### src/rtl/adc_spi_responder.sv
// SPI responder model of the touch-panel digitizer ADC: decodes the control byte,
// flags BUSY for one DCLK period, then returns a 12- or 8-bit X/Y sample MSB first.
module adc_spi_responder #(
  parameter int unsigned SYNC_STAGES = 2
) (
  input  logic        iCLK,
  input  logic        iRST_n,
  input  logic        iADC_DCLK,
  input  logic        iADC_CS,
  input  logic        iADC_DIN,
  output logic        oADC_DOUT,
  output logic        oADC_BUSY,
  output logic        oADC_PENIRQ_n,
  input  logic [11:0] iX_POS,
  input  logic [11:0] iY_POS,
  input  logic        iPEN_DOWN,
  output logic [7:0]  oCMD,
  output logic        oCMD_VALID
);

  localparam int unsigned SAMPLE_W = 12;
  localparam int unsigned CMD_W    = 8;
  localparam int unsigned CNT_W    = 4;

  typedef enum logic [2:0] {
    IDLE = 3'd0,
    CMD  = 3'd1,
    CONV = 3'd2,
    BUSY = 3'd3,
    DATA = 3'd4
  } state_t;

  logic [SYNC_STAGES-1:0] dclk_sync;
  logic [SYNC_STAGES-1:0] cs_sync;
  logic [SYNC_STAGES-1:0] din_sync;
  logic                   dclk_d;

  logic dclk_s;
  logic cs_s;
  logic din_s;
  logic dclk_rise;
  logic dclk_fall;

  state_t              state;
  logic [CMD_W-2:0]    cmd_sr;
  logic [CNT_W-1:0]    bit_cnt;
  logic [SAMPLE_W-1:0] data_sr;
  logic                mode_q;
  logic [SAMPLE_W-1:0] sel_sample_c;
  logic [CNT_W-1:0]    last_bit_c;

  // Pin synchronizers; CS resets deasserted so nothing starts until the master selects us
  always_ff @(posedge iCLK or negedge iRST_n) begin
    if (!iRST_n) begin
      dclk_sync <= '0;
      cs_sync   <= '1;
      din_sync  <= '0;
      dclk_d    <= 1'b0;
    end else begin
      dclk_sync <= {dclk_sync[SYNC_STAGES-2:0], iADC_DCLK};
      cs_sync   <= {cs_sync[SYNC_STAGES-2:0], iADC_CS};
      din_sync  <= {din_sync[SYNC_STAGES-2:0], iADC_DIN};
      dclk_d    <= dclk_sync[SYNC_STAGES-1];
    end
  end

  assign dclk_s    = dclk_sync[SYNC_STAGES-1];
  assign cs_s      = cs_sync[SYNC_STAGES-1];
  assign din_s     = din_sync[SYNC_STAGES-1];
  assign dclk_rise = dclk_s & ~dclk_d;
  assign dclk_fall = ~dclk_s & dclk_d;

  // Channel select from A2..A0 of the byte being completed (cmd_sr[5:3] == A2..A0)
  always_comb begin
    sel_sample_c = '0;
    if (cmd_sr[5:3] == 3'b101) begin
      sel_sample_c = iX_POS;
    end else if (cmd_sr[5:3] == 3'b001) begin
      sel_sample_c = iY_POS;
    end
  end

  assign last_bit_c = mode_q ? CNT_W'(8) : CNT_W'(12);

  always_ff @(posedge iCLK or negedge iRST_n) begin
    if (!iRST_n) begin
      state         <= IDLE;
      cmd_sr        <= '0;
      bit_cnt       <= '0;
      data_sr       <= '0;
      mode_q        <= 1'b0;
      oADC_DOUT     <= 1'b0;
      oADC_BUSY     <= 1'b0;
      oADC_PENIRQ_n <= 1'b1;
      oCMD          <= '0;
      oCMD_VALID    <= 1'b0;
    end else begin
      oCMD_VALID <= 1'b0;
      if (cs_s) begin
        state         <= IDLE;
        oADC_BUSY     <= 1'b0;
        oADC_DOUT     <= 1'b0;
        oADC_PENIRQ_n <= ~iPEN_DOWN;
      end else begin
        case (state)
          IDLE: begin
            oADC_PENIRQ_n <= ~iPEN_DOWN;
            if (dclk_rise && din_s) begin
              cmd_sr  <= (CMD_W-1)'(1);
              bit_cnt <= CNT_W'(1);
              state   <= CMD;
            end
          end
          CMD: begin
            if (dclk_rise) begin
              if (bit_cnt == CNT_W'(7)) begin
                oCMD       <= {cmd_sr, din_s};
                oCMD_VALID <= 1'b1;
                data_sr    <= sel_sample_c;
                mode_q     <= cmd_sr[2];
                state      <= CONV;
              end else begin
                cmd_sr  <= {cmd_sr[CMD_W-3:0], din_s};
                bit_cnt <= bit_cnt + CNT_W'(1);
              end
            end
          end
          CONV: begin
            if (dclk_fall) begin
              oADC_BUSY <= 1'b1;
              state     <= BUSY;
            end
          end
          BUSY: begin
            if (dclk_fall) begin
              oADC_BUSY <= 1'b0;
              oADC_DOUT <= data_sr[SAMPLE_W-1];
              data_sr   <= {data_sr[SAMPLE_W-2:0], 1'b0};
              bit_cnt   <= CNT_W'(1);
              state     <= DATA;
            end
          end
          DATA: begin
            if (dclk_fall) begin
              if (bit_cnt == last_bit_c) begin
                oADC_DOUT <= 1'b0;
                state     <= IDLE;
              end else begin
                oADC_DOUT <= data_sr[SAMPLE_W-1];
                data_sr   <= {data_sr[SAMPLE_W-2:0], 1'b0};
                bit_cnt   <= bit_cnt + CNT_W'(1);
              end
            end
          end
          default: state <= IDLE;
        endcase
      end
    end
  end

endmodule

### config.mk
export PLATFORM = sky130hd
export DESIGN_NAME = adc_spi_responder
export DESIGN_NICKNAME = d
export VERILOG_FILES = /design/src/rtl/adc_spi_responder.sv
export SDC_FILE = /design/constraint.sdc
export NUM_CORES = 1
export LEC_CHECK = 0
export CORE_MARGIN = 8
export CORE_UTILIZATION = 52
export CTS_CLUSTER_DIAMETER = 30
export CTS_CLUSTER_SIZE = 14
export DETAILED_ROUTE_END_ITERATION = 6
export PLACE_DENSITY = 0.8
export SLEW_MARGIN = 0
export SYNTH_ARGS = -nofsm -noshare
export SYNTH_HDL_FRONTEND = slang
export SYNTH_SLANG_ARGS = --single-unit
### constraint.sdc
create_clock -name iCLK -period 2.6 [get_ports iCLK]
set_clock_uncertainty 0.1 [all_clocks]
set_input_delay 0.52 -clock iCLK [delete_from_list [all_inputs] [get_ports iCLK]]
set_output_delay 0.52 -clock iCLK [all_outputs]
set_load 0.05 [all_outputs]
# ---- Yosys cells after proc, flatten, opt, wreduce, memory -nomap -nowiden
# Index checks and enable logic that the tools add are counted.
dict set report totals {
  wordCells 102
  output_inout_bits 12
  reg_bits 46
}
dict set report classes {
  n_mux 44
  n_addsub 1
  n_reduce_logical 15
  n_eq_ne 22
  n_bitwise 6
}
# cell n
set ops {}
lappend ops {{2-to-1 mux 12 bit} 7}
lappend ops {{case mux 12 bit (3 select lines)} 1}
lappend ops {{2-to-1 mux 3 bit} 9}
lappend ops {{2-to-1 mux 4 bit} 6}
lappend ops {{2-to-1 mux 7 bit} 3}
lappend ops {{!= test 3 bit (second input constant)} 7}
lappend ops {{case mux 4 bit (4 select lines)} 1}
lappend ops {{case mux 3 bit (5 select lines)} 1}
lappend ops {{!= test 2 bit (second input constant)} 7}
lappend ops {{case mux 7 bit (2 select lines)} 1}
lappend ops {{AND reduction 7 bit} 2}
lappend ops {{2-to-1 mux 1 bit} 13}
lappend ops {{nonzero test 3 bit} 3}
lappend ops {{AND reduction 8 bit} 1}
lappend ops {{equality test 3 x 1 -> 1 bit (second input constant)} 2}
lappend ops {{equality test 3 x 2 -> 1 bit (second input constant)} 2}
lappend ops {{equality test 3 bit (second input constant)} 2}
lappend ops {{AND reduction 3 bit} 2}
lappend ops {{AND reduction 5 bit} 1}
lappend ops {{adder 4 x 1 -> 4 bit (second input constant)} 1}
lappend ops {{equality test 4 x 3 -> 1 bit (second input constant)} 1}
lappend ops {{equality test 4 bit} 1}
lappend ops {{NOT 1 bit} 4}
lappend ops {{case mux 1 bit (2 select lines)} 2}
lappend ops {{6 further kinds} 8}

# ---- Logic depth before layout (Yosys ltp)
# Gate-level depths: netlist of run 1.
dict set report depth {
  ltp_word 6
  depth_mapped 8
  mapped_depth_nobuf 6
}

# ---- Least setup slack after synthesis of run 1
# OpenSTA, ideal clock, no wires.
dict set report synth_timing {
  path_kind {register to register}
  start {reg state[1]}
  end {reg data_sr[0]}
  arrival_ps 1722
  path_stages_with_launch 6
  path_buffers 1
  setup_ps 125
  setup_slack_ps 653
  path_cell_list {dfrtp_1 -> buf_6 -> nor3b_4 -> o21ai_2 -> a2111oi_4 -> mux2_2}
}
dict set report synth_between {
  elab_chain_len 3
  word_cells_on_any_way 11
  classes_between {eq/ne: 8; mux: 1; reduce/logical: 2}
}
# item line_no
set synth_rtl {}
lappend synth_rtl {{start: declaration} 44} ;# state_t state;
lappend synth_rtl {{start signal: assignment} 87} ;# state <= IDLE;
lappend synth_rtl {{start signal: assignment} 100} ;# state <= IDLE;
lappend synth_rtl {{start signal: assignment} 111} ;# state <= CMD;
lappend synth_rtl {{equality test 3 x 1 -> 1 bit (tied with other cells)} 105} ;# case (state)
lappend synth_rtl {{!= test 2 bit (no line) or nonzero test 3 bit (tied branches)} n/a}
lappend synth_rtl {{AND reduction 7 bit (no line)} n/a}
lappend synth_rtl {{end signal: assignment} 119} ;# data_sr <= sel_sample_c;
lappend synth_rtl {{end signal: assignment} 138} ;# data_sr <= {data_sr[SAMPLE_W-2:0], 1'b0};
lappend synth_rtl {{end signal: assignment} 150} ;# data_sr <= {data_sr[SAMPLE_W-2:0], 1'b0};
lappend synth_rtl {{end: declaration} 47} ;# logic [SAMPLE_W-1:0] data_sr;
# Several ways; a longest one is shown, not always the timed one.
# A chain may end at the register's enable or synchronous reset.

# ---- Worst setup path in the final report of run 1
dict set report layout_timing {
  start {reg oADC_PENIRQ_n}
  end {out oADC_PENIRQ_n}
}
# item line_no
set layout_rtl {}
lappend layout_rtl {{start: declaration} 13} ;# output logic oADC_PENIRQ_n,
lappend layout_rtl {{start signal: assignment} 103} ;# oADC_PENIRQ_n <= ~iPEN_DOWN;
lappend layout_rtl {{start signal: assignment} 107} ;# oADC_PENIRQ_n <= ~iPEN_DOWN;
# No word-level cell between the ends.

==> results.md, run 1 <==
- HP Class: in -> async
- Syn_area_per_cell: 9.75 sq um
- Combinational family with the most area after synthesis: simple AND/OR/NAND/NOR gates
- Worst vdd ir: 383 uV
- IO buf count: 41
- Final Hold Viols: 0
- Crit-path slowest cell: clkdlybuf4s50_1
- Layout Area Growth over Synthesis: 24.3%
- Die area: about 6700 sq um
- Setup crit start kind: flop
- Layout cell share with drive strength beyond 1: 0.115
- Top cell type's share of synthesized area: 0.469
- Mux contribution to synthesized area: 0.0631
- Die span in y: 81.7 um
- Final hold slack: 0.0462 ns
- Top cells by area, synth: dfrtp_1 47%, mux2i_1 5.8%, a21oi_1 4.7%
- Root buffer cell: clkbuf_8
- Clk_lat worst skew: 0.30 ns
- Primary FF master, synth: dfrtp_1
- Max-slew violations: 0
- Final setup vio count: 0
- Largest net degree at the start of global routing: 25
- Post-synth cell types: 42
- Post-synth ARST share: 1.00
- Commonest cells post-synth: 42 x dfrtp_1, 21 x a21oi_1, 21 x o21ai_0
- H-tree levels: 2
- Crit Path Class: reg -> out
- Crit share post-route: 0.864
- GP Congestion: 0.874
- Io pins: 42
- Syn_nets: 262
- CP Buf/Inv Count: 1
- First-pass GRT wire length: 7.90 mm
- CTS tree: built
- TritonRoute pass-1 iters: 4
- Power after layout: 1.42 mW
- Post-synth EDFFs: 0
- Synth Area in Compound Gates: 0.165
- DP Area: roughly 2700 sq um
- Leakage: 1.09 nW
- Critical Path Sink Type: primary output
- Die Span X: 81.7 um
- WP data arrival: ~1.6 ns
- DRC viols: 0
- Synth Area in XOR/XNOR: 0.00391
- Cell taking the most area after synthesis: dfrtp_1
- CP peak stage delay: 0.79 ns
- Pwr dens: 508 nW/um^2
- Cell area after synthesis: 2240 sq um
- Inserted Diodes: 0
- Status: completed
- Core area: 4260 sq um
- Req. time, crit path: 1.98 ns
- Slew headroom: 0.523
- Seq cells post-synth: 45
- Number of max-cap violations: 0
- Post-CTS Resized: 0
- GRT Util Overall: 0.150
- CTS clk-pin slew, worst paths: 0.09 ns
- WL/cell: 14.5 um
- Tmin final: around 2.2 ns
- Starting density of the core: 0.526
- Area share of fa/ha/maj cells after synthesis: 0.0112
- Gr ovfl total: 0
- Post-route cell area: 2790 sq um
- Row cnt: 24
- Slew of the pin with the lowest slew margin: between 0.7 and 0.8 ns
- Mapped Cells: 230
- CTS max path bufs: 2
- Cts-stage hold buffer count: 0
- NumNets Final: ~300
- Initial antenna violation count: 0
- Sequential area share after synthesis: 0.504
- Fmax: 445 MHz
- Drt initial violations: 114
- DP Wirelength: roughly 3.4 mm
- Synth warn: 0
- Sum of negative setup slack: 0 ns
- Vias in the first global route: 1703
- Via/cell ratio: 5.37
- Crit-path leading delay family: buffers and inverters
- Sink Count: 45
- Cell Chain, Critical Path: clkdlybuf4s50_1
- Detail Route Antenna Nets: 0
- Total routed wirelength: roughly 4.7 mm
- Post-CTS setup buffer count: 0
- Peak fanout along the critical path: 2
- Total CTS buffers: 5
- Unrepaired setup endpoints after global routing: no
- Simple-gate share of the synthesized area: 0.193
- Cell with the most instances after synthesis: dfrtp_1
- Routed via count: 1729
## cells in the final DEF, fill, tap and decap left out, types with 2 or more instances in the layout
cell type	instances
nand2b_1	2
nand3_1	8
mux2i_1	13
nor3_1	14
ha_1	2
a21oi_1	21
dfrtp_1	42
nand4_1	3
dfstp_2	3
nand3b_1	3
a21oi_2	6
buf_4	7
o21ai_0	21
nor3b_1	2
nor2_1	19
inv_1	11
and3b_1	2
a31oi_1	3
clkbuf_8	5
nand2_1	19
clkdlybuf4s50_1	40
## logic make-up (layout without fill, tap and decap cells)
logic type	Yosys count	after routing
adders and majority gates	2	2
DFF	45	45
and+or+nand+nor	82	82
AOI/OAI and AO/OA	59	59
xor gates and xnor gates	1	1
muxes	14	14
buffers and inverters	27	67
## cell type report
cell class / instances / area (sq um)
well taps: 52 / 65.1
flip-flops and latches: 45 / 1130
clock buffers: 5 / 68.8
repair buffers: 48 / 458
clock inverters: 3 / 46.3
inverters: 11 / 41.3
multi-input cells: 158 / 977
fillers: 344 / 1480
## power breakdown
part           switching, mW  internal, mW  total [mW]
sequential            0.0253         0.722       0.747
combinational         0.0580        0.0682       0.126
clock                  0.254         0.288       0.542
## routing by layer
metal,track usage,routed length [um],share of wire
met1,0.202,2100,0.45
met2,0.232,2320,0.49
met3,0.0394,208,0.044
met4,0.0491,55,0.012
met5,0,0,0
## flip-flops by register name, indices dropped and copies added, names as in the netlist
| name | cells |
|---|---|
| dclk_sync | 2 |
| bit_cnt | 4 |
| cmd_sr | 7 |
| cs_sync | 2 |
| data_sr | 12 |
| dclk_d | 1 |
| state | 3 |
| oADC_BUSY | 1 |
| din_sync | 2 |
| oADC_DOUT | 1 |
| oADC_PENIRQ_n | 1 |
| oCMD_VALID | 1 |
| oCMD | 8 |
## stage by stage
| step | util | setup slack [ns] | std cells |
|---|---|---|---|
| floorplan | - | 0.653 | 230 |
| global placement | 0.626 | 0.489 | 314 |
| detailed placement | 0.626 | 0.424 | 314 |
| CTS | 0.653 | 0.339 | 322 |
| global route | 0.653 | 0.202 | 322 |
| finish | 0.653 | 0.355 | 322 |
## final timing paths
| check | startpoint | end | slack (ns) | cells past startpoint |
|---|---|---|---|---|
| min in group iCLK | din_sync[0] | din_sync[1] | 0.25 | 0 |
| worst max-delay path | oADC_PENIRQ_n | oADC_PENIRQ_n | 0.35 | 1 |
| worst max register to register | state[2] | data_sr[5] | 0.41 | 6 |
| worst min register to register | din_sync[0] | din_sync[1] | 0.25 | 0 |
| worst min-delay path | iRST_n | oCMD[4] | 0.05 | 1 |
| max in group asynchronous | iRST_n | oADC_PENIRQ_n | 1.74 | 2 |
No activity file was read; power rests on OpenSTA's default activity.
==> run 2, diff against run 1 <==
--- a/config.mk
+++ b/config.mk
@@ -10,6 +10,7 @@
 export CTS_CLUSTER_DIAMETER = 30
 export CTS_CLUSTER_SIZE = 14
 export DETAILED_ROUTE_END_ITERATION = 6
+export HOLD_SLACK_MARGIN = 0.05
 export PLACE_DENSITY = 0.8
 export SLEW_MARGIN = 0
 export SYNTH_ARGS = -nofsm -noshare
==> constraint.sdc (replaced) <==
create_clock -name iCLK -period 2.2 [get_ports iCLK]
set_clock_uncertainty 0.1 [all_clocks]
set_input_delay 0.44 -clock iCLK [delete_from_list [all_inputs] [get_ports iCLK]]
set_output_delay 0.44 -clock iCLK [all_outputs]
set_load 0.05 [all_outputs]
==> results.md, run 2 (same netlist as run 1, synthesis figures left out) <==
- Root buffer cell: clkbuf_8 (unchanged)
- Detail Route Antenna Nets: 0 (unchanged)
- Req. time, crit path: 1.66 ns (was 1.98 ns)
- Max-slew violations: 0 (unchanged)
- Unrepaired setup endpoints after global routing: no (unchanged)
- GRT Util Overall: 0.148 (was 0.150)
- Pwr dens: 554 nW/um^2 (was 508 nW/um^2)
- Final setup vio count: 0 (unchanged)
- Register Area: 1130 sq um (unchanged)
- Peak fanout along the critical path: 3 (was 2)
- Slew of the pin with the lowest slew margin: 0.554 ns (was 0.715 ns)
- CTS tree: built (unchanged)
- CP Buf/Inv Count: 1 (unchanged)
- Row cnt: 24 (unchanged)
- Leakage: 1.11 nW (was 1.09 nW)
- GP Congestion: 0.839 (was 0.874)
- Routed via count: 1769 (was 1729)
- Largest registers: data_sr (12), oCMD (8), cmd_sr (7) (unchanged)
- Layout fillers: 340 (was 344)
- Core area: 4260 sq um (unchanged)
- Clk_lat worst skew: 0.30 ns (about the same)
- Met3 wire len: 180 um (was 208 um)
- Most common cell after layout, fill and taps aside: dfrtp_1 (unchanged)
- Gr ovfl total: 0 (unchanged)
- DP Wirelength: 3.37 mm (was 3.41 mm)
- Tmin final: 2.07 ns
- Inserted Diodes: 0 (unchanged)
- CP peak stage delay: 0.83 ns (was 0.79 ns)
- Fmax: between 400 and 500 MHz
- Crit-path slowest cell: clkdlybuf4s50_1 (unchanged)
- Critical Path Sink Type: primary output (unchanged)
- Layout Area Growth over Synthesis: 25.3% (was 24.3%)
- IO buf count: 41 (unchanged)
- Io pins: 42 (unchanged)
- DRC viols: 0 (unchanged)
- Status: completed (unchanged)
- Final WS setup: 0.135 ns (was 0.355 ns)
- Sink Count: 45 (unchanged)
- Crit share post-route: 0.939
- First-pass GRT wire length: 7.75 mm (was 7.90 mm)
- Slew headroom: 0.631 (was 0.523)
- Crit Path Class: reg -> out (unchanged)
- Crit-path leading delay family: buffers and inverters (unchanged)
- Worst vdd ir: 417 uV (was 383 uV)
- Cell Chain, Critical Path: clkdlybuf4s50_1 (unchanged)
- Layout cell share with drive strength beyond 1: 0.138 (was 0.115)
- CTS clk-pin slew, worst paths: 0.09 ns (about the same)
- Total routed wirelength: 4.62 mm (was 4.68 mm)
- Die Span X: 81.7 um (unchanged)
- NumNets Final: 306 (was 301)
- Largest net degree at the start of global routing: 46 (was 25)
- Top reg by flops: data_sr (unchanged)
- Die area: 6670 sq um (unchanged)
- Drt initial violations: 92 (was 114)
- CTS max path bufs: 2 (unchanged)
- Number of max-cap violations: 0 (unchanged)
- DP Worst Slack: 0.0787 ns (was 0.424 ns)
- Sum of negative setup slack: 0 ns (unchanged)
- Setup crit start kind: flop (unchanged)
- Vias in the first global route: 1678 (was 1703)
- TritonRoute pass-1 iters: 4 (unchanged)
- H-tree levels: 2 (unchanged)
- WL/cell: 14.1 um (was 14.5 um)
- Initial antenna violation count: 0 (unchanged)
- Max reg flops: 12 (unchanged)
- Multi-input logic area: 982 sq um (was 977 sq um)
- Starting density of the core: 0.526 (unchanged)
- Cts-stage hold buffer count: 0 (unchanged)
- Via/cell ratio: 5.41 (was 5.37)
- Met1 Wirelength: 2.08 mm (was 2.10 mm)
- HP Class: in -> async (unchanged)
- WP data arrival: 1.53 ns (was 1.63 ns)
- Final hold slack: 0.0963 ns (was 0.0462 ns)
- Most frequent cells in the layout: 42 x dfrtp_1, 39 x clkdlybuf4s50_1, 21 x o21ai_0, 21 x a21oi_1 (was 42 x dfrtp_1, 40 x clkdlybuf4s50_1, 21 x o21ai_0, 21 x a21oi_1)
- Max Used Layer: met4 (unchanged)
- Routed wl met2: 2.26 mm (was 2.32 mm)
- Total CTS buffers: 5 (unchanged)
- Die span in y: 81.7 um (unchanged)
- Final Hold Viols: 0 (unchanged)
run 2: cell count changes in the layout (fill, tap and decap cells not counted), sizes merged:
cell	delta
buf	+6
inv	+1
clkdlybuf4s50	-1
bufinv	-1
run 2: path summary, 6_finish.rpt:
kind                       depth (start not counted)  slack, ns         from            end
min                                                2        0.1       iRST_n        oCMD[6]
min reg2reg                                        0       0.26  din_sync[0]    din_sync[1]
min in group iCLK                                  0       0.26  din_sync[0]    din_sync[1]
max in group asynchronous                          2       1.51       iRST_n  oADC_PENIRQ_n
max                                                1       0.13      oCMD[3]        oCMD[3]
max reg2reg                                        7       0.17     state[1]     data_sr[2]
run 2: cell type report:
type / count / share of cell area
flip-flops and latches: 45 / 0.402
inverters: 11 / 0.0147
clock buffers: 5 / 0.0245
multi-input cells: 158 / 0.350
repair buffers: 53 / 0.177
well taps: 52 / 0.0232
clock inverters: 3 / 0.00891
run 2: layer usage:
metal,up-vias,GRT usage
li1,895,-
met2,34,0.228
met5,-,0
met3,8,0.0328
met4,0,0.0684
met1,832,0.193
run 2: timing repair:
action / in CTS / in global routing
buffers inserted: 0 / 2
setup endpoints to repair: 0 / 16
gates resized for setup: 0 / 2
run 2: power by group:
group,switching (mW),internal [mW]
combinational,0.0705,0.0811
sequential,0.0269,0.853
clock,0.296,0.229
total,0.393,1.16
run 2: stage by stage:
step                cell area, sq um  power (mW)  std cells   util
floorplan                       2240       0.958        230      -
global placement                2690        1.05        317  0.631
detailed placement              2690        1.05        317  0.631
CTS                             2790        1.58        325  0.653
global route                    2810        1.63        327  0.659
finish                          2810        1.56        327  0.659
==> run 3, diff against run 2 <==
--- a/config.mk
+++ b/config.mk
@@ -5,6 +5,7 @@
 export SDC_FILE = /design/constraint.sdc
 export NUM_CORES = 1
 export LEC_CHECK = 0
+export ABC_AREA = 0
 export CORE_MARGIN = 8
 export CORE_UTILIZATION = 52
 export CTS_CLUSTER_DIAMETER = 30
==> results of run 3 <==
The final DEF is identical to that of run 2; final timing and power are the same.
